[src/rtl/decrypt_pipe_unshift.sv]
// decrypt_pipe_unshift: two-stage valid/ready pipeline that rotates cipher
// letters back by a scheduled shift amount. Letter case is preserved, and
// non-letters and bypassed characters pass through unchanged.
module decrypt_pipe_unshift (
  input  logic       clk,
  input  logic       rst,
  input  logic       en,
  output logic       in_ready,
  input  logic [7:0] din,
  input  logic       mode,
  input  logic       shift_en,
  input  logic [2:0] shift_amt,
  input  logic [2:0] rot_freq,
  input  logic       cfg_load,
  output logic       en_out,
  input  logic       out_ready,
  output logic [7:0] data_out
);

  // Shift schedule
  logic [2:0] cur_shift_q, cur_shift_d;
  logic [2:0] char_cnt_q,  char_cnt_d;

  // Stage 1: captured character, its shift, and whether it gets rotated
  logic       s1_valid_q,  s1_valid_d;
  logic [7:0] s1_char_q,   s1_char_d;
  logic [2:0] s1_shift_q,  s1_shift_d;
  logic       s1_active_q, s1_active_d;

  // Stage 2: output register
  logic       en_out_q,    en_out_d;
  logic [7:0] data_out_q,  data_out_d;

  logic       s1_adv;
  logic       s2_adv;
  logic       accept;
  logic       in_letter;
  logic       in_active;
  logic [4:0] idx;
  logic [4:0] out_idx;
  logic [7:0] rotated;

  // Handshake and input classification
  always_comb begin
    s2_adv    = !en_out_q || out_ready;
    s1_adv    = !s1_valid_q || s2_adv;
    in_ready  = s1_adv && !rst;
    accept    = en && in_ready;
    in_letter = ((din >= 8'd65) && (din <= 8'd90)) ||
                ((din >= 8'd97) && (din <= 8'd122));
    in_active = mode && shift_en && in_letter;
  end

  // Shift schedule update; cfg_load wins over the letter-driven increment
  always_comb begin
    cur_shift_d = cur_shift_q;
    char_cnt_d  = char_cnt_q;
    if (cfg_load) begin
      cur_shift_d = shift_amt;
      char_cnt_d  = '0;
    end else if (accept && in_active && (rot_freq != 3'd0)) begin
      if (char_cnt_q == (rot_freq - 3'd1)) begin
        char_cnt_d  = '0;
        cur_shift_d = cur_shift_q + 3'd1;
      end else begin
        char_cnt_d  = char_cnt_q + 3'd1;
      end
    end
  end

  // Stage 1 capture; the shift recorded is the value before this character's update
  always_comb begin
    s1_valid_d  = s1_valid_q;
    s1_char_d   = s1_char_q;
    s1_shift_d  = s1_shift_q;
    s1_active_d = s1_active_q;
    if (s1_adv) begin
      s1_valid_d = accept;
      if (accept) begin
        s1_char_d   = din;
        s1_shift_d  = cur_shift_q;
        s1_active_d = in_active;
      end
    end
  end

  // Rotation: 'A' (65) and 'a' (97) both have low five bits 5'd1, so the
  // letter index is char[4:0]-1 and the case lives untouched in char[7:5].
  always_comb begin
    idx = s1_char_q[4:0] - 5'd1;
    if (idx >= {2'b00, s1_shift_q}) begin
      out_idx = idx - {2'b00, s1_shift_q};
    end else begin
      out_idx = idx + 5'd26 - {2'b00, s1_shift_q};
    end
    rotated = {s1_char_q[7:5], out_idx + 5'd1};
  end

  // Stage 2 load; holds while downstream stalls
  always_comb begin
    en_out_d   = en_out_q;
    data_out_d = data_out_q;
    if (s2_adv) begin
      en_out_d = s1_valid_q;
      if (s1_valid_q) begin
        data_out_d = s1_active_q ? rotated : s1_char_q;
      end
    end
  end

  // State registers with synchronous reset
  always_ff @(posedge clk) begin
    if (rst) begin
      cur_shift_q <= '0;
      char_cnt_q  <= '0;
      s1_valid_q  <= 1'b0;
      s1_char_q   <= '0;
      s1_shift_q  <= '0;
      s1_active_q <= 1'b0;
      en_out_q    <= 1'b0;
      data_out_q  <= '0;
    end else begin
      cur_shift_q <= cur_shift_d;
      char_cnt_q  <= char_cnt_d;
      s1_valid_q  <= s1_valid_d;
      s1_char_q   <= s1_char_d;
      s1_shift_q  <= s1_shift_d;
      s1_active_q <= s1_active_d;
      en_out_q    <= en_out_d;
      data_out_q  <= data_out_d;
    end
  end

  assign en_out   = en_out_q;
  assign data_out = data_out_q;

endmodule

[config.mk]
export PLATFORM = sky130hd
export DESIGN_NAME = decrypt_pipe_unshift
export DESIGN_NICKNAME = d
export VERILOG_FILES = /design/src/rtl/decrypt_pipe_unshift.sv
export SDC_FILE = /design/constraint.sdc
export NUM_CORES = 1
export LEC_CHECK = 0
export BUFFER_PORTS_ARGS = -buffer_cell sky130_fd_sc_hd__buf_2
export CAP_MARGIN = 40
export CORE_MARGIN = 5
export CORE_UTILIZATION = 40
export DETAILED_ROUTE_END_ITERATION = 6
export PLACE_DENSITY = 0.67
export SYNTH_ARGS = -nofsm -noshare
export SYNTH_HDL_FRONTEND = slang
export SYNTH_SLANG_ARGS = --single-unit
[constraint.sdc]
create_clock -name clk -period 5.4 [get_ports clk]
set_clock_uncertainty 0.15 [all_clocks]
set_input_delay 0.81 -clock clk [delete_from_list [all_inputs] [get_ports clk]]
set_output_delay 0.81 -clock clk [all_outputs]
set_load 0.01 [all_outputs]
==> flow_metrics.env, run 1 <==
export IMPL_regToRegSetupSlack_ps=2340
export IMPL_fin_nets=263
export IMPL_grt_pass1_vias=1165
export IMPL_antenna_found_initial=0
export IMPL_first_pass_iters=4
export IMPL_relSlewSlack=0.636
export IMPL_die_width_um=75.8
export IMPL_clockRootBuffer="clkbuf_8"
export IMPL_critPathLaunchType="flop"
export IMPL_tritoncts="done"
export IMPL_grt_pass1_wl_mm=4.98
export IMPL_fillers=431
export IMPL_rows=24
export IMPL_combPwrFrac=0.306
export IMPL_gp_congestion=0.781
export IMPL_layout_cells_most_common="buf_2"
export IMPL_setup_viol=0
export IMPL_cellLeakagePower_uw=0.000848
export IMPL_syn_area_um2=1730
export IMPL_core_um2=4290
export IMPL_n_antenna_cell=0
export IMPL_p_per_area_nw_per_um2=255
export IMPL_io_pin_count=31
export IMPL_yosysWarningCount=0
export IMPL_wl_per_cell_um=11.1
export IMPL_hold_viol=0
export IMPL_synth_flop_cell="dfxtp_1"
export IMPL_grt_max_degree=31
export IMPL_ctsResizeCount=0
export IMPL_synthXorXnorAreaFrac=0.0808
export IMPL_maxCapViolCount=0
export IMPL_swShare=0.300
export IMPL_switching_power_uw=152
export IMPL_required_ps=5440
export IMPL_routed_via_density=4.95
export IMPL_die_height_um=75.8
export IMPL_final_cell_mix="buf_2, dfxtp_1, inv_1"
export IMPL_ys_async_sr_fraction=0
export IMPL_tightest_slew_ps=545
export IMPL_synth_simple_area_share=0.195
export IMPL_clk_latency_ps=270
export IMPL_grtUsageTotal=0.110
export IMPL_dpl_hpwl_mm=2.47
export IMPL_synth_top_family_by_area="simple AND/OR/NAND/NOR gates"
export IMPL_ys_seq_area_frac=0.323
export IMPL_drc=0
export IMPL_synth_top_area_cell="dfxtp_1"
export IMPL_cts_sinks=28
export IMPL_ys_ff_latch=28
export IMPL_power_internal_uw=354
export IMPL_htreeDepth=1
export IMPL_tns_ps=0
export IMPL_critPathKind="flop to flop"
export IMPL_hp_class="flop to flop"
export IMPL_drive_above_1_share=0.195
export IMPL_status="complete, no violations"
export IMPL_finalCritPeriodShare=0.567
export IMPL_syn_avg_cell_area_um2=8.71
export IMPL_cts_made_buffers=3
export IMPL_synth_area_leaders="dfxtp_1, ha_1, inv_1, mux2i_1, nand3b_1"
export IMPL_crit_path_end_kind="flop"
export IMPL_synth_adder_area_share=0.117
export IMPL_synth_edf_count=0
export IMPL_post_cts_buffers=0
export IMPL_syn2layout_area_growth_pct=14.3
export IMPL_arrival_ps=3110
export IMPL_period_needed_ps=3060
export IMPL_cts_hold_buf=0
export IMPL_worstPathMaxFanout=5
export IMPL_die_area_um2=5750
export IMPL_clkPwrFrac=0.251
export IMPL_synthMuxAreaShare=0.0671
export IMPL_power_frac_seq=0.444
export IMPL_clock_path_buffers=2
export IMPL_initial_core_util=0.404
export IMPL_via_count=1375
export IMPL_drtIter0Drc=90
export IMPL_synth_compound_area_share=0.146
export IMPL_drv_slew=0
export IMPL_synth_cell_types=37
export IMPL_synth_top_area_frac=0.323
export IMPL_portBuffers=30
export IMPL_clk_pin_slew_worst_paths_ps=90
export IMPL_synthCells=199
export IMPL_grt_overflow=0
export IMPL_ant_nets=0
export IMPL_routed_wl_mm=3.10
export IMPL_max_freq_mhz=327
export IMPL_grt_setup_unrepaired="no"
export IMPL_vdd_drop_max_mv=0.170
export IMPL_fin_util=0.462
export IMPL_synthesis_nets=235
-- worst max-delay path: stages, from the launching register on --
cell	delay (ps)
dfxtp_1	400
inv_1	60
ha_1	330
inv_1	60
ha_1	320
inv_1	50
ha_1	220
fa_1	380
xor2_1	170
a311oi_1	200
o21ai_0	170
xnor2_1	180
mux2i_1	90
a211oi_1	220
-- worst paths after layout --
check                 start             to  cells after the start
max            s1_char_q[0]    data_out[3]                     13
max reg2reg    s1_char_q[0]    data_out[3]                     13
min reg2reg  cur_shift_q[1]  s1_shift_q[1]                      2
min          cur_shift_q[1]  s1_shift_q[1]                      2
-- state kept, by name, indices dropped and copies added, names as in the netlist --
signal and flops:
char_cnt_q 3, s1_valid_q 1, data_out 8, cur_shift_q 3
s1_active_q 1, en_out 1, s1_char_q 8, s1_shift_q 3
-- power by group through the flow --
stage               sequential (µW)  combinational, µW  clock [µW]
global route                    226                173         142
global placement                229                153           0
detailed placement              229                156           0
floorplan                       229                119           0
CTS                             225                156         132
finish                          224                155         127
-- cell usage after synthesis (all sizes together), types with 2 or more instances --
library cell / n
or3: 2
mux2i: 9
xor2: 9
a21oi: 9
fa: 2
mux2: 2
nor3: 4
clkbuf: 8
o21a: 2
dfxtp: 28
nand3b: 12
o21ai: 15
nor2b: 6
nand2: 8
inv: 25
nor3b: 3
ha: 13
nor2: 18
xnor2: 7
a211oi: 5
-- layout make-up --
class | count | area, µm² | area share
Clock buffer | 4 | 55.1 | 0.0278
Inverter | 25 | 93.8 | 0.0473
Multi-Input combinational cell | 138 | 1050 | 0.530
Sequential cell | 28 | 561 | 0.283
Tap cell | 52 | 65.1 | 0.0328
Timing Repair Buffer | 31 | 158 | 0.0795
-- metrics by stage --
stage | power [µW] | instances | hold slack [ps] | worst slack, ps | cell area, µm²
after detailed placement | 385 | 274 | 326 | 2350 | 1930
final | 506 | 278 | 341 | 2340 | 1980
after CTS | 513 | 278 | 344 | 2330 | 1980
after floorplan | 348 | 199 | 307 | 2530 | 1730
after global placement | 383 | 273 | 319 | 2360 | 1920
after global routing | 542 | 278 | 382 | 2130 | 1980
-- metal layers --
layer  wire length [µm]  global-route usage  vias up
li1                   -                   -      724
met1               1490               0.143      629
met2               1460               0.184       22
met3                143              0.0330        0
met4                  0              0.0175        0
met5                  0                   0        -
-- logic make-up after synthesis --
group / after synthesis
buffers and inverters: 33
multiplexers: 11
XOR/XNOR: 16
AO/OA/AOI/OAI: 37
adder cells (fa/ha/maj): 15
AND/OR/NAND/NOR: 59
flip-flops: 28
Power figures use the tool's default switching activity.
==> inputs of run 2 (changes only) <==
--- a/config.mk
+++ b/config.mk
@@ -5,12 +5,13 @@
 export SDC_FILE = /design/constraint.sdc
 export NUM_CORES = 1
 export LEC_CHECK = 0
+export ABC_AREA = 1
 export BUFFER_PORTS_ARGS = -buffer_cell sky130_fd_sc_hd__buf_2
 export CAP_MARGIN = 40
 export CORE_MARGIN = 5
 export CORE_UTILIZATION = 40
 export DETAILED_ROUTE_END_ITERATION = 6
-export PLACE_DENSITY = 0.67
+export PLACE_DENSITY = 0.7
 export SYNTH_ARGS = -nofsm -noshare
 export SYNTH_HDL_FRONTEND = slang
 export SYNTH_SLANG_ARGS = --single-unit
==> constraint.sdc (replaced) <==
create_clock -name clk -period 2.65 [get_ports clk]
set_clock_uncertainty 0.15 [all_clocks]
set_input_delay 0.3975 -clock clk [delete_from_list [all_inputs] [get_ports clk]]
set_output_delay 0.3975 -clock clk [all_outputs]
set_load 0.01 [all_outputs]
==> flow_metrics.env, run 2 <==
export IMPL_clk_latency_ps=280
export IMPL_maxCapViolCount=0
export IMPL_synth_flop_cell="dfxtp_1"
export IMPL_max_freq_mhz=399
export IMPL_tritoncts="done"
export IMPL_synth_edf_count=0
export IMPL_clockRootBuffer="clkbuf_8"
export IMPL_initial_core_util=0.410
export IMPL_tightest_slew_ps=265
export IMPL_synthCells=245
export IMPL_relSlewSlack=0.823
export IMPL_critPathLaunchType="flop"
export IMPL_drc=0
export IMPL_grtUsageTotal=0.129
export IMPL_worstPathMaxFanout=4
export IMPL_syn_area_um2=1780
export IMPL_ys_ff_latch=28
export IMPL_clk_pin_slew_worst_paths_ps=100
export IMPL_first_pass_iters=4
export IMPL_power_total_uw=1260
export IMPL_hold_viol=0
export IMPL_grt_pass1_wl_mm=6.44
export IMPL_synth_cell_types=27
export IMPL_htreeDepth=1
export IMPL_cellLeakagePower_uw=0.00105
export IMPL_vdd_drop_max_mv=0.251
export IMPL_n_antenna_cell=0
export IMPL_placed_area_um2=2040
export IMPL_clock_path_buffers=2
export IMPL_finalCritPeriodShare=0.947
export IMPL_yosys_top_cells_count="nand2_1, inv_1, dfxtp_1"
export IMPL_whs_ps=212
export IMPL_synth_most_common_cell="nand2_1"
export IMPL_hp_class="input pin to flop"
export IMPL_core_um2=4350
export IMPL_antenna_found_initial=0
export IMPL_cts_made_buffers=3
export IMPL_synthesis_nets=281
export IMPL_crit_path_end_kind="flop"
export IMPL_routed_wl_mm=3.89
export IMPL_drv_slew=0
export IMPL_yosysWarningCount=0
export IMPL_period_needed_ps=2510
export IMPL_die_height_um=76.8
export IMPL_via_count=1634
export IMPL_fin_nets=325
export IMPL_synth_top_area_cell="dfxtp_1"
export IMPL_grt_pass1_vias=1495
export IMPL_die_area_um2=5900
export IMPL_dpl_hpwl_mm=3.07
export IMPL_design_area_um2=2230
export IMPL_synth_area_leaders="dfxtp_1, nand2_1, ha_1, inv_1, a21oi_1"
export IMPL_layout_cells_most_common="nand2_1"
export IMPL_synth_top_area_frac=0.314
export IMPL_ant_nets=0
export IMPL_drtIter0Drc=62
export IMPL_cts_sinks=28
export IMPL_final_cell_mix="nand2_1, inv_1, buf_2"
export IMPL_cts_hold_buf=0
export IMPL_status="complete, no violations"
export IMPL_rows=24
export IMPL_io_pin_count=31
export IMPL_drive_above_1_share=0.306
export IMPL_critPathKind="flop to flop"
export IMPL_ys_seq_area_frac=0.314
export IMPL_routed_via_density=4.81
export IMPL_required_ps=2720
export IMPL_ys_async_sr_fraction=0
export IMPL_gp_congestion=0.821
export IMPL_portBuffers=30
export IMPL_wl_per_cell_um=11.4
export IMPL_die_width_um=76.8
export IMPL_p_per_area_nw_per_um2=563
export IMPL_syn2layout_area_growth_pct=25.1
export IMPL_syn_avg_cell_area_um2=7.28
export IMPL_arrival_ps=2580
export IMPL_setup_viol=0
export IMPL_grt_max_degree=25
export IMPL_grt_overflow=0
## run 2: cell count changes after synthesis, sizes merged, moves of 6 or more
cell | before | now
nand2 | 8 | 56
nand3 | 1 | 18
a21oi | 9 | 23
nand3b | 12 | 0
inv | 25 | 36
mux2i | 9 | 1
nor2b | 6 | 0
## run 2: worst max-delay path, cell delays in order, from the launching register on
cell and delay, ps:
dfxtp_1 340, inv_1 60, ha_4 160, xor2_1 140, ha_1 330, buf_4 150, buf_4 130, ha_1 300
a21oi_2 110, nor2_1 40, o21ai_1 110, nand2_1 90, inv_1 60, nand2_1 50, nand3_1 70, nand2_1 60
a21oi_2 100
## run 2: per-layer routing
metal	routed length, µm	global-route usage	vias to the layer above
met5	0	0	-
met4	59	0.0367	0
met3	170	0.0281	8
met2	1810	0.203	32
met1	1850	0.175	720
li1	-	-	874
## run 2: area by class of cell
type | instances | area (µm²)
Inverter | 36 | 135
Tap cell | 52 | 65.1
Clock inverter | 1 | 30.0
Fill cell | 427 | 2120
Multi-Input combinational cell | 176 | 1140
Clock buffer | 3 | 41.3
Sequential cell | 28 | 562
Timing Repair Buffer | 44 | 255
## run 2: where the power goes
| part | switching [µW] | total [µW] | internal (µW) |
|---|---|---|---|
| clock | 138 | 341 | 202 |
| combinational | 255 | 462 | 207 |
| sequential | 13.1 | 455 | 442 |
## run 2: metrics by stage
| stage | worst slack (ps) | utilization | std cells | TNS (ps) |
|---|---|---|---|---|
| 2_1_floorplan | 16.5 | - | 245 | 0 |
| 3_3_place_gp | 47.4 | 0.470 | 331 | 0 |
| 3_5_place_dp | -8.31 | 0.470 | 331 | -11.1 |
| 4_1_cts | 3.22 | 0.493 | 338 | 0 |
| 5_1_grt | -6.12 | 0.513 | 340 | -11.8 |
| 6_report | 142 | 0.513 | 340 | 0 |
## run 2: cells by family (layout without fill, tap and decap cells)
| kind of cell | after synthesis | after routing | share of synthesized area |
|---|---|---|---|
| flops | 28 | 28 | 0.314 |
| xor+xnor | 10 | 10 | 0.0491 |
| fa+ha+maj | 15 | 15 | 0.114 |
| buf+inv | 41 | 84 | 0.0884 |
| simple gates | 104 | 104 | 0.288 |
| compound gates | 46 | 46 | 0.142 |
| mux | 1 | 1 | 0.00561 |
## run 2: worst paths after layout
check	start	to	slack, ps	cells after the start
setup reg to reg	s1_char_q[1]	data_out[4]	140	16
hold reg to reg	s1_char_q[5]	s1_char_q[5]	310	2
hold / removal	din[7]	s1_char_q[7]	210	3
setup / recovery	s1_char_q[1]	data_out[4]	140	16
## run 2: timing repair
action,in CTS,in global routing
pin swaps,4,12
buffers inserted,3,2
resized for setup,3,16
endpoints found under the setup margin,2,4
==> inputs of run 3 (changes only) <==
--- a/config.mk
+++ b/config.mk
@@ -8,7 +8,6 @@
 export ABC_AREA = 1
 export BUFFER_PORTS_ARGS = -buffer_cell sky130_fd_sc_hd__buf_2
 export CAP_MARGIN = 40
-export CORE_MARGIN = 5
 export CORE_UTILIZATION = 40
 export DETAILED_ROUTE_END_ITERATION = 6
 export PLACE_DENSITY = 0.7
==> flow_metrics.env, run 3 (synthesized netlist as in run 2, its figures left out) <==
export IMPL_critPathLaunchType="flop"
export IMPL_period_needed_ps=2540
export IMPL_whs_ps=200
export IMPL_n_antenna_cell=0
export IMPL_fin_nets=324
export IMPL_clk_pin_slew_worst_paths_ps=90
export IMPL_io_pin_count=31
export IMPL_hp_class="input pin to flop"
export IMPL_critPathKind="flop to flop"
export IMPL_design_area_um2=2210
export IMPL_p_per_area_nw_per_um2=531
export IMPL_worst_path_buf_inv=3
export IMPL_grtUsageTotal=0.176
export IMPL_place_ws_ps=-59.9
export IMPL_final_cell_mix="nand2_1, inv_1, buf_2"
export IMPL_hold_viol=0
export IMPL_crit_family="adder cells"
export IMPL_initial_core_util=0.431
export IMPL_setup_viol=0
export IMPL_grt_pass1_wl_mm=6.32
export IMPL_vdd_drop_max_mv=0.228
export IMPL_die_width_um=68.8
export IMPL_layout_cells_most_common="nand2_1"
export IMPL_crit_path_end_kind="flop"
export IMPL_finalCritPeriodShare=0.960
export IMPL_fin_util=0.534
export IMPL_drc=0
export IMPL_grt_max_degree=25
export IMPL_gp_congestion=0.792
export IMPL_htreeDepth=1
export IMPL_wl_per_cell_um=11.1
export IMPL_ant_nets=0
export IMPL_clockRootBuffer="clkbuf_8"
export IMPL_fillers=419
export IMPL_drtIter0Drc=84
export IMPL_fin_ws_ps=106
export IMPL_clk_latency_ps=270
export IMPL_die_area_um2=4730
export IMPL_portBuffers=30
export IMPL_required_ps=2670
export IMPL_arrival_ps=2560
export IMPL_syn2layout_area_growth_pct=24.0
export IMPL_grt_pass1_vias=1519
export IMPL_antenna_found_initial=0
export IMPL_clock_path_buffers=2
export IMPL_core_um2=4140
export IMPL_cts_made_buffers=3
export IMPL_max_freq_mhz=393
export IMPL_maxCapViolCount=0
export IMPL_routed_via_density=4.89
export IMPL_crit_chain="inv_1 > ha_4 > inv_2 > ha_4 > inv_1 > ha_2 > fa_2 > xnor2_2 > a21oi_2 > nand3_1 > nand2_1 > nand3_1 > nand2_1 > a21oi_2"
export IMPL_relSlewSlack=0.833
export IMPL_first_pass_iters=4
export IMPL_cellLeakagePower_uw=0.00104
export IMPL_via_count=1648
export IMPL_tightest_slew_ps=250
export IMPL_cpPeakStageDelay_ps=420
export IMPL_worst_path_max_delay_cell="fa_2"
export IMPL_die_height_um=68.8
export IMPL_dpl_hpwl_mm=2.95
export IMPL_worstPathMaxFanout=3
export IMPL_drv_slew=0
export IMPL_rows=23
export IMPL_cts_sinks=28
export IMPL_drive_above_1_share=0.310
export IMPL_routed_wl_mm=3.75
export IMPL_status="complete, no violations"
export IMPL_tritoncts="done"
export IMPL_grt_overflow=0
export IMPL_placed_area_um2=2060
run 3: per-layer routing:
layer  routed length [µm]  share of wire  GRT usage  vias to the layer above
li1                     -              -          -                      873
met5                    0              0          0                        -
met4                    0              0     0.0153                        0
met3                  174          0.046     0.0345                        0
met1                 1860           0.49      0.228                      734
met2                 1720           0.46      0.311                       41
run 3: worst paths after layout:
| check | from | to | slack [ps] | cells after the start |
|---|---|---|---|---|
| worst max-delay path | s1_char_q[1] | data_out[4] | 110 | 14 |
| worst min-delay path | din[7] | s1_char_q[7] | 200 | 3 |
| worst max register to register | s1_char_q[1] | data_out[4] | 110 | 14 |
| worst min register to register | s1_char_q[5] | s1_char_q[5] | 310 | 2 |
run 3: cell type report:
type / instances / area, µm² / share of cell area
Tap cell: 50 / 62.6 / 0.0283
Sequential cell: 28 / 563 / 0.255
Timing Repair Buffer: 43 / 248 / 0.112
Multi-Input combinational cell: 176 / 1150 / 0.519
Inverter: 36 / 135 / 0.0611
Clock buffer: 4 / 55.1 / 0.0249
run 3: tightest hold or removal path, delay by kind of cell:
family | cells | cell delay [ps]
and+or+nand+nor | 2 | 120
buffers and inverters | 1 | 80
run 3: timing repair:
item	4_1_cts	5_1_grt
endpoints found under the setup margin	2	4
pin swaps	1	14
gates resized for setup	3	19
hold buffers	0	0
setup buffers	0	2
run 3: metrics by stage:
stage / power, µW / instances / setup TNS [ps]
final: 1170 / 337 / 0
after global routing: 1260 / 337 / -31.4
after CTS: 1130 / 335 / -9.97
after detailed placement: 850 / 331 / -59.9
after global placement: 839 / 331 / 0
after floorplan: 740 / 245 / 0
run 3: power by group:
group          internal [µW]  total [µW]  switching [µW]
registers                442         456            13.5
clock network            133         262             129
logic                    201         456             255
total                    776        1170             397
